<file path="config.mk">
export PLATFORM = sky130hd
export DESIGN_NAME = avalon_rmw_memory_adapter
export DESIGN_NICKNAME = d
export VERILOG_FILES = /design/src/rtl/avalon_adapter_pkg.sv /design/src/rtl/avalon_read_tag_pipe.sv /design/src/rtl/avalon_rmw_memory_adapter.sv
export SDC_FILE = /design/constraint.sdc
export NUM_CORES = 1
export LEC_CHECK = 0
export ABC_CLOCK_PERIOD_IN_PS = 6600
export BUFFER_PORTS_ARGS = -buffer_cell sky130_fd_sc_hd__buf_2
export CORE_MARGIN = 2
export CORE_UTILIZATION = 38
export CTS_BUF_LIST = sky130_fd_sc_hd__clkbuf_8
export DETAILED_ROUTE_END_ITERATION = 7
export HOLD_SLACK_MARGIN = 0.08
export PLACE_DENSITY = 0.61
export REMOVE_ABC_BUFFERS = 1
export SYNTH_ARGS = -nofsm -noshare
export SYNTH_HDL_FRONTEND = slang
export SYNTH_SLANG_ARGS = --single-unit
</file>
<file path="constraint.sdc">
create_clock -name clk -period 6.6 [get_ports clk]
set_input_delay 1.32 -clock clk [delete_from_list [all_inputs] [get_ports clk]]
set_output_delay 1.32 -clock clk [all_outputs]
set_load 0.005 [all_outputs]
</file>
<file path="src/rtl/avalon_adapter_pkg.sv">
// Shared types and helpers for the Avalon read-modify-write memory adapter.
package avalon_adapter_pkg;

    // Adapter control states: idle command handling, waiting for the old word,
    // and writing back the merged word.
    typedef enum logic [1:0] {
        IDLE      = 2'd0,
        RMW_WAIT  = 2'd1,
        RMW_WRITE = 2'd2
    } rmw_state_t;

    // Widest byte-enable vector the mask helper can describe.
    localparam int MAX_BYTES = 64;

    // Byte-enable pattern that covers every byte of a DATAWIDTH-bit word.
    function automatic logic [MAX_BYTES-1:0] full_enable_mask(input int datawidth);
        logic [MAX_BYTES-1:0] mask;
        mask = '0;
        for (int i = 0; i < MAX_BYTES; i++) begin
            if (i < datawidth / 8) begin
                mask[i] = 1'b1;
            end
        end
        return mask;
    endfunction

endpackage

</file>
<file path="src/rtl/avalon_read_tag_pipe.sv">
// Fixed-depth tag pipeline that travels alongside block-RAM reads so the
// returning data can be qualified (host vs internal) and optionally replaced
// by a forwarded word.
module avalon_read_tag_pipe #(
    parameter int LATENCY   = 1,
    parameter int DATAWIDTH = 32
) (
    input  logic                 clk,
    input  logic                 reset,
    input  logic                 in_valid,
    input  logic                 in_internal,
    input  logic                 in_forward,
    input  logic [DATAWIDTH-1:0] in_forward_data,
    output logic                 out_valid,
    output logic                 out_internal,
    output logic                 out_forward,
    output logic [DATAWIDTH-1:0] out_forward_data
);

    localparam int TAG_W = DATAWIDTH + 3;

    logic [TAG_W-1:0] slot_reg [LATENCY];

    genvar gi;
    generate
        for (gi = 0; gi < LATENCY; gi++) begin : g_slot
            // Each slot takes the previous slot's tag; slot 0 takes the new read.
            always_ff @(posedge clk or posedge reset) begin
                if (reset) begin
                    slot_reg[gi] <= '0;
                end else if (gi == 0) begin
                    slot_reg[gi] <= {in_valid, in_internal, in_forward, in_forward_data};
                end else begin
                    slot_reg[gi] <= slot_reg[(gi == 0) ? 0 : gi - 1];
                end
            end
        end
    endgenerate

    assign {out_valid, out_internal, out_forward, out_forward_data} = slot_reg[LATENCY-1];

endmodule

</file>
<file path="src/rtl/avalon_rmw_memory_adapter.sv">
// Avalon-MM slave in front of a block RAM. Full-word writes go straight
// through; partial writes become a read-modify-write. Reads that hit the word
// written in the previous cycle are served from a forwarding register.
module avalon_rmw_memory_adapter
    import avalon_adapter_pkg::*;
#(
    parameter int BUSWIDTH     = 32,
    parameter int DATAWIDTH    = 32,
    parameter int DATADEPTH    = 1024,
    parameter int LATENCY      = 1,
    parameter int ADDRESSWIDTH = $clog2(DATADEPTH)
) (
    input  logic                    clk,
    input  logic                    reset,
    input  logic                    read,
    input  logic                    write,
    input  logic [ADDRESSWIDTH-1:0] address,
    input  logic [BUSWIDTH/8-1:0]   byteenable,
    input  logic [BUSWIDTH-1:0]     data_in,
    output logic                    waitrequest,
    output logic                    read_valid,
    output logic [BUSWIDTH-1:0]     data_out,
    output logic                    mem_read_en,
    output logic                    mem_write_en,
    output logic [ADDRESSWIDTH-1:0] mem_address,
    output logic [DATAWIDTH-1:0]    mem_data_in,
    input  logic [DATAWIDTH-1:0]    mem_data_out
);

    localparam int NBYTES = DATAWIDTH / 8;
    localparam int CNT_W  = $clog2(LATENCY + 1);
    localparam logic [MAX_BYTES-1:0] FULL_MASK_W = full_enable_mask(DATAWIDTH);
    localparam logic [NBYTES-1:0]    FULL_MASK   = FULL_MASK_W[NBYTES-1:0];
    localparam logic [CNT_W-1:0]     WAIT_LAST   = CNT_W'(LATENCY - 1);

    rmw_state_t state_reg, state_next;

    logic [NBYTES-1:0]       be_eff;
    logic [ADDRESSWIDTH-1:0] cap_addr_reg;
    logic [DATAWIDTH-1:0]    cap_data_reg;
    logic [NBYTES-1:0]       cap_be_reg;
    logic [DATAWIDTH-1:0]    old_reg;
    logic [DATAWIDTH-1:0]    merged;
    logic [CNT_W-1:0]        wait_cnt_reg;
    logic                    cap_en;

    logic                    lw_valid_reg;
    logic [ADDRESSWIDTH-1:0] lw_addr_reg;
    logic [DATAWIDTH-1:0]    lw_data_reg;

    logic                    push_valid, push_internal, push_forward;
    logic                    tag_valid, tag_internal, tag_forward;
    logic [DATAWIDTH-1:0]    tag_forward_data;
    logic [DATAWIDTH-1:0]    rd_word;

    assign be_eff = byteenable[NBYTES-1:0];

    // Enabled bytes come from the captured write data, the rest from the old word.
    genvar gi;
    generate
        for (gi = 0; gi < NBYTES; gi++) begin : g_merge
            assign merged[gi*8 +: 8] = cap_be_reg[gi] ? cap_data_reg[gi*8 +: 8] : old_reg[gi*8 +: 8];
        end
    endgenerate

    // Next-state and strobe decode; reset silences every strobe.
    always_comb begin
        state_next    = state_reg;
        waitrequest   = 1'b0;
        mem_read_en   = 1'b0;
        mem_write_en  = 1'b0;
        mem_address   = address;
        mem_data_in   = '0;
        push_valid    = 1'b0;
        push_internal = 1'b0;
        cap_en        = 1'b0;
        case (state_reg)
            IDLE: begin
                if (write) begin
                    if (be_eff == FULL_MASK) begin
                        mem_write_en = 1'b1;
                        mem_data_in  = data_in[DATAWIDTH-1:0];
                    end else if (be_eff != '0) begin
                        waitrequest   = 1'b1;
                        mem_read_en   = 1'b1;
                        push_valid    = 1'b1;
                        push_internal = 1'b1;
                        cap_en        = 1'b1;
                        state_next    = RMW_WAIT;
                    end
                end else if (read) begin
                    mem_read_en = 1'b1;
                    push_valid  = 1'b1;
                end
            end
            RMW_WAIT: begin
                waitrequest = 1'b1;
                mem_address = cap_addr_reg;
                if (wait_cnt_reg == WAIT_LAST) begin
                    state_next = RMW_WRITE;
                end
            end
            RMW_WRITE: begin
                mem_write_en = 1'b1;
                mem_address  = cap_addr_reg;
                mem_data_in  = merged;
                state_next   = IDLE;
            end
            default: state_next = IDLE;
        endcase
        if (reset) begin
            waitrequest  = 1'b0;
            mem_read_en  = 1'b0;
            mem_write_en = 1'b0;
            push_valid   = 1'b0;
            cap_en       = 1'b0;
        end
    end

    // State register.
    always_ff @(posedge clk or posedge reset) begin
        if (reset) state_reg <= IDLE;
        else       state_reg <= state_next;
    end

    // Capture the partial write and count the old-word read latency.
    always_ff @(posedge clk or posedge reset) begin
        if (reset) begin
            cap_addr_reg <= '0;
            cap_data_reg <= '0;
            cap_be_reg   <= '0;
            wait_cnt_reg <= '0;
        end else if (cap_en) begin
            cap_addr_reg <= address;
            cap_data_reg <= data_in[DATAWIDTH-1:0];
            cap_be_reg   <= be_eff;
            wait_cnt_reg <= '0;
        end else if (state_reg == RMW_WAIT) begin
            wait_cnt_reg <= wait_cnt_reg + 1'b1;
        end
    end

    // Latch the old word as the internal read returns during RMW_WAIT.
    always_ff @(posedge clk or posedge reset) begin
        if (reset) begin
            old_reg <= '0;
        end else if (state_reg == RMW_WAIT && tag_valid && tag_internal) begin
            old_reg <= rd_word;
        end
    end

    // Remember the last memory write for exactly one cycle.
    always_ff @(posedge clk or posedge reset) begin
        if (reset) begin
            lw_valid_reg <= 1'b0;
            lw_addr_reg  <= '0;
            lw_data_reg  <= '0;
        end else begin
            lw_valid_reg <= mem_write_en;
            lw_addr_reg  <= mem_address;
            lw_data_reg  <= mem_data_in;
        end
    end

    // A read right behind a write to the same word must not see the stale RAM output.
    assign push_forward = lw_valid_reg && (lw_addr_reg == address);

    avalon_read_tag_pipe #(
        .LATENCY   (LATENCY),
        .DATAWIDTH (DATAWIDTH)
    ) u_tag_pipe (
        .clk              (clk),
        .reset            (reset),
        .in_valid         (push_valid),
        .in_internal      (push_internal),
        .in_forward       (push_forward),
        .in_forward_data  (lw_data_reg),
        .out_valid        (tag_valid),
        .out_internal     (tag_internal),
        .out_forward      (tag_forward),
        .out_forward_data (tag_forward_data)
    );

    assign rd_word    = tag_forward ? tag_forward_data : mem_data_out;
    assign read_valid = tag_valid && !tag_internal;
    assign data_out   = read_valid ? BUSWIDTH'(rd_word) : '0;

endmodule

</file>
# Yosys cells after proc, flatten, opt, wreduce, memory -nomap -nowiden
# Cells that the tools add are included.
[totals]
out_inout_bits = 78
wordCells = 61
regBits = 159
in_bits = 82
[op_classes]
addsub = 1
n_eq_ne = 8
muxes = 32
n_reduce_logical = 10
[op_table]
columns = ["op", "count"]
rows = [
  ["32-bit 2-to-1 mux", 4],
  ["32-bit one-hot mux with 2 select lines", 1],
  ["8-bit 2-to-1 mux", 4],
  ["1-bit 2-to-1 mux", 15],
  ["10-bit equality test", 1],
  ["10-bit 2-to-1 mux", 1],
  ["2-bit 2-to-1 mux", 4],
  ["2-bit inequality test (second input constant)", 4],
  ["4-bit equality test (second input constant)", 1],
  ["1-bit logical AND", 4],
  ["1-bit one-hot mux with 2 select lines", 2],
  ["2-bit one-hot mux with 2 select lines", 1],
  ["4-bit AND reduction", 1],
  ["4-bit nonzero test", 1],
  ["2-bit by 1-bit equality test with 1-bit output (second input constant)", 1],
  ["2-bit equality test (second input constant)", 1],
  ["2-bit logical NOT", 1],
  ["2-bit nonzero test", 1],
  ["2-bit OR reduction", 1],
  ["1-bit adder (second input constant)", 1],
  ["1-bit logical NOT", 1],
]

# Longest topological paths before layout
[depth]
depth_word = 7
depth_mapped = 7
depth_no_buf = 5

# Cells and area by module
# Synthesis repeated with hierarchy kept, for this count alone.
[unflattened]
cells_unflattened = 489
hier_area_um2 = 6581.3
[modules_own_cells]
columns = ["module", "cells_each", "instances", "seq_area_each_um2", "area_each_um2"]
rows = [
  ["avalon_rmw_memory_adapter", 453, 1, 3103.0, 5701.7],
  ["avalon_read_tag_pipe", 36, 1, 875.8, 879.6],
]

# Worst setup path after synthesis
# Ideal clock, no wire load.
[synth_path]
path_type = "input -> output"
from = "input port reset"
to = "output port mem_read_en"
path_slack_ns = 0.109
t_arrival_ns = 5.171
cell_stages = 2
required_time_ns = 5.280
path_buffers = 0
cell_sequence = "inv_1 -> and3_1"
[synth_between]
elab_chain_len = 1
[synth_lines]
columns = ["item", "line_no", "rtl"]
rows = [
  ["start: declaration", "avalon_rmw_memory_adapter.sv:14", "input logic reset,"],
  ["1-bit 2-to-1 mux", "avalon_rmw_memory_adapter.sv:111", "if (reset) begin"],
  ["end: declaration", "avalon_rmw_memory_adapter.sv:23", "output logic mem_read_en,"],
]
# No other way between the ends.

# Worst setup path in the final report
[layout_path]
from = "input port byteenable[2]"
to = "output port mem_data_in[17]"
[layout_between]
elab_chain_len = 4
[layout_lines]
columns = ["item", "line_no", "rtl"]
rows = [
  ["start: declaration", "avalon_rmw_memory_adapter.sv:18", "input logic [BUSWIDTH/8-1:0] byteenable,"],
  ["4-bit equality test", "avalon_rmw_memory_adapter.sv:80", "if (be_eff == FULL_MASK) begin"],
  ["32-bit 2-to-1 mux", "avalon_rmw_memory_adapter.sv:80", ""],
  ["32-bit 2-to-1 mux", "avalon_rmw_memory_adapter.sv:79", "if (write) begin"],
  ["32-bit one-hot mux with 2 select lines", "avalon_rmw_memory_adapter.sv:77", "case (state_reg)"],
  ["end: declaration", "avalon_rmw_memory_adapter.sv:26", "output logic [DATAWIDTH-1:0] mem_data_in,"],
]
# No other way between the ends.

==> flow_summary.yaml <==
synthesis:
  syn_inst: 490
  synth_area_leaders: "dfrtp_1 (60%), mux2_2 (10%), mux2_4 (6.5%)"
  synthAdderAreaFrac_pct: 0.753
  synth_top_area_share_pct: 59.8
  synth_top_family_by_area: "multiplexers"
  ys_seq_area_share_pct: 59.8
  synth-seq-cells: 159
  synth_compound_area_share_pct: 7.43
  synth.distinct_cells: 32
  async_flop_share_pct: 100
  yosysTopAreaCell: "dfrtp_1"
  ys_warn_count: 0
  synth_edf_count: 0
  avgSynthCellArea_um2: 13.6
  syn_area_um2: 6650
  synth.mux.area_fraction_pct: 21.4
  synth-xor-area-share_pct: 1.45
  synth-simple-area-share_pct: 6.13
  synth_flop_cell: "dfrtp_1"
floorplanning:
  num_rows: 48
  num_io_pins: 160
  coreArea_um2: 17200
  die_area_um2: 18600
  die_h_um: 136
  die_x_um: 136
  initial_core_util_pct: 38.7
sta:
  worst_slew_pin_slew_ns: 1.09
  finalSetupViolCount: 0
  final_max_slew_viol_count: 0
  slew_headroom_pct: 27.7
  hold_violations: 0
  finalSetupTns_ns: 0
  finalCritPeriodShare_pct: 64.7
  period_minus_slack_ns: 4.27
  rsz0062_at_grt: "no"
  clock_skew_ns: 0.00909
  fmax_ghz: 0.234
setup_path:
  startpoint: "byteenable[2]"
  crit_path_end_kind: "output port"
  arrival_ns: 2.95
  crit_required_ns: 5.28
  worst-setup-path-type: "input port to output port"
  cp_max_fo: 33
  r2r-start: "state_reg[1]"
  worstSetupStartpointType: "input port"
drt:
  vias: 4324
  dr.first_iter.drc_count: 210
  dr.pass1.iters: 4
  viasPerCell: 4.91
  drc: 0
  drt_wl_total_um: 15100
  wl_per_cell_um: 17.2
  detail-route-antenna-nets: 0
cells_and_area:
  areaGrowthSynthToFinish_pct: 20.4
  drive_above_1_share_pct: 44.2
  fin_cells: 880
  final_net_count: 727
  largest_register_ffs: 35
power:
  leakagePower_nw: 3.90
  power.density_nw_per_um2: 433
  ir_drop_mv: 0.185
global_routing:
  grt_pass1_vias: 4532
  grt_max_degree: 85
  grt_pass1_wl_um: 23800
  grt_util_all_layers_pct: 16.8
  antenna_found_initial: 5
  overflow: 0
clocking:
  path_clk_slew_ns: 0.09
  post_cts_buffers: 0
  root_buffer: "clkbuf_8"
  cts.sinks: 159
  cts_resized: 0
  cts_buffer_depth: 2
  cts_made_buffers: 17
  clock_latency_ns: 0.44
  ctsHoldBuffers: 0
  cts_tree: "yes"
  h-tree-depth: 4
job:
  maxCapViolCount: 0
placement:
  portBuffers: 159
  place_congestion: 0.753
  dp_cells: 847
  hpwl_um: 9910
hold_path:
  hp-class: "flop to flop"
  min_from: "lw_data_reg[18]"
outcome:
  status: "finished clean"
==> path summary, 6_finish.rpt <==
check,end,slack (ns),depth (start not counted)
max,mem_data_in[17],2.33,5
min,u_tag_pipe.slot_reg[18],0.35,0
max reg2reg,old_reg[11],4.45,6
min reg2reg,u_tag_pipe.slot_reg[18],0.35,0
max in group asynchronous,u_tag_pipe.slot_reg[13],4.08,3
min in group asynchronous,cap_addr_reg[0],1.00,2
==> worst max-delay path: stages <==
cell     delay, ns
buf_2         0.15
nand4_1       0.23
nor2_4        0.81
a22o_1        0.30
buf_2         0.12
==> kinds of logic after synthesis <==
family          after synthesis
flops                       159
mux                         120
simple gates                 88
compound gates               72
buf+inv                      36
xor+xnor                     11
fa+ha+maj                     4
==> area by class of cell <==
type	count	area (um^2)
Clock buffer	19	262
Timing Repair Buffer	163	826
Sequential cell	159	3980
Tap cell	225	282
Inverter	5	23.8
Fill cell	1602	9170
Multi-Input combinational cell	295	2490
Clock inverter	11	143
Antenna cell	3	7.51
==> layout by cell type, fill, tap and decap left out, types with 2 or more instances in the layout <==
cell / netlist / routed
buf_2: 6 / 159
dfrtp_1: 159 / 158
mux2_2: 59 / 59
nand2_1: 35 / 35
nor2_1: 34 / 33
o21ai_0: 33 / 33
a22o_1: 32 / 32
mux2i_1: 32 / 32
mux2_4: 29 / 29
clkbuf_8: 0 / 19
xnor2_1: 11 / 11
inv_1: 5 / 6
nand4_1: 4 / 4
buf_4: 1 / 4
diode_2: 0 / 3
ha_1: 4 / 3
bufinv_16: 0 / 3
clkinv_4: 0 / 3
nor4_4: 2 / 2
a21oi_1: 2 / 2
nor3_1: 2 / 2
nand3_1: 3 / 2
inv_6: 0 / 2
o21a_1: 2 / 2
and3_1: 2 / 2
clkinv_2: 0 / 2
==> where the power goes <==
| part | leakage, nW | total, mW | switching, mW | internal [mW] |
|---|---|---|---|---|
| Sequential | 1.95 | 1.64 | 0.232 | 1.41 |
| Clock | 0.214 | 0.752 | 0.363 | 0.389 |
| Combinational | 1.74 | 1.08 | 0.449 | 0.629 |
| Total | 3.90 | 3.47 | 1.04 | 2.43 |
==> Yosys cell counts (all sizes together) (2+ instances only) <==
cell / number
a21oi: 2
nor3: 2
o21ai: 33
mux2i: 32
nor2: 34
nand2b: 2
clkbuf: 16
xnor2: 11
nand3: 3
dfrtp: 159
nand2: 35
buf: 15
inv: 5
nand4: 4
ha: 4
o21a: 2
a22o: 32
and3: 2
mux2: 88
nor4: 2
==> layer usage <==
metal / vias up / part of all wire (%) / track usage (%)
met5: - / 0.086 / 0
met4: 2 / 1.3 / 5.03
met3: 18 / 6.8 / 5.41
met2: 126 / 47 / 26.5
met1: 2160 / 45 / 22.1
li1: 2018 / - / -
==> stage by stage <==
stage / utilization, % / area, um^2 / power, mW / worst slack [ns] / hold slack, ns
3_3_place_gp: 44.2 / 7600 / 2.70 / 2.41 / 0.333
5_1_grt: 46.6 / 8000 / 3.70 / 2.23 / 0.365
6_report: 46.6 / 8010 / 3.47 / 2.33 / 0.354
4_1_cts: 46.6 / 8000 / 3.52 / 2.32 / 0.353
2_1_floorplan: - / 6470 / 2.36 / 0.109 / 0.331
3_5_place_dp: 44.2 / 7600 / 2.75 / 2.33 / 0.335
No activity file was read; power rests on OpenSTA's default activity.
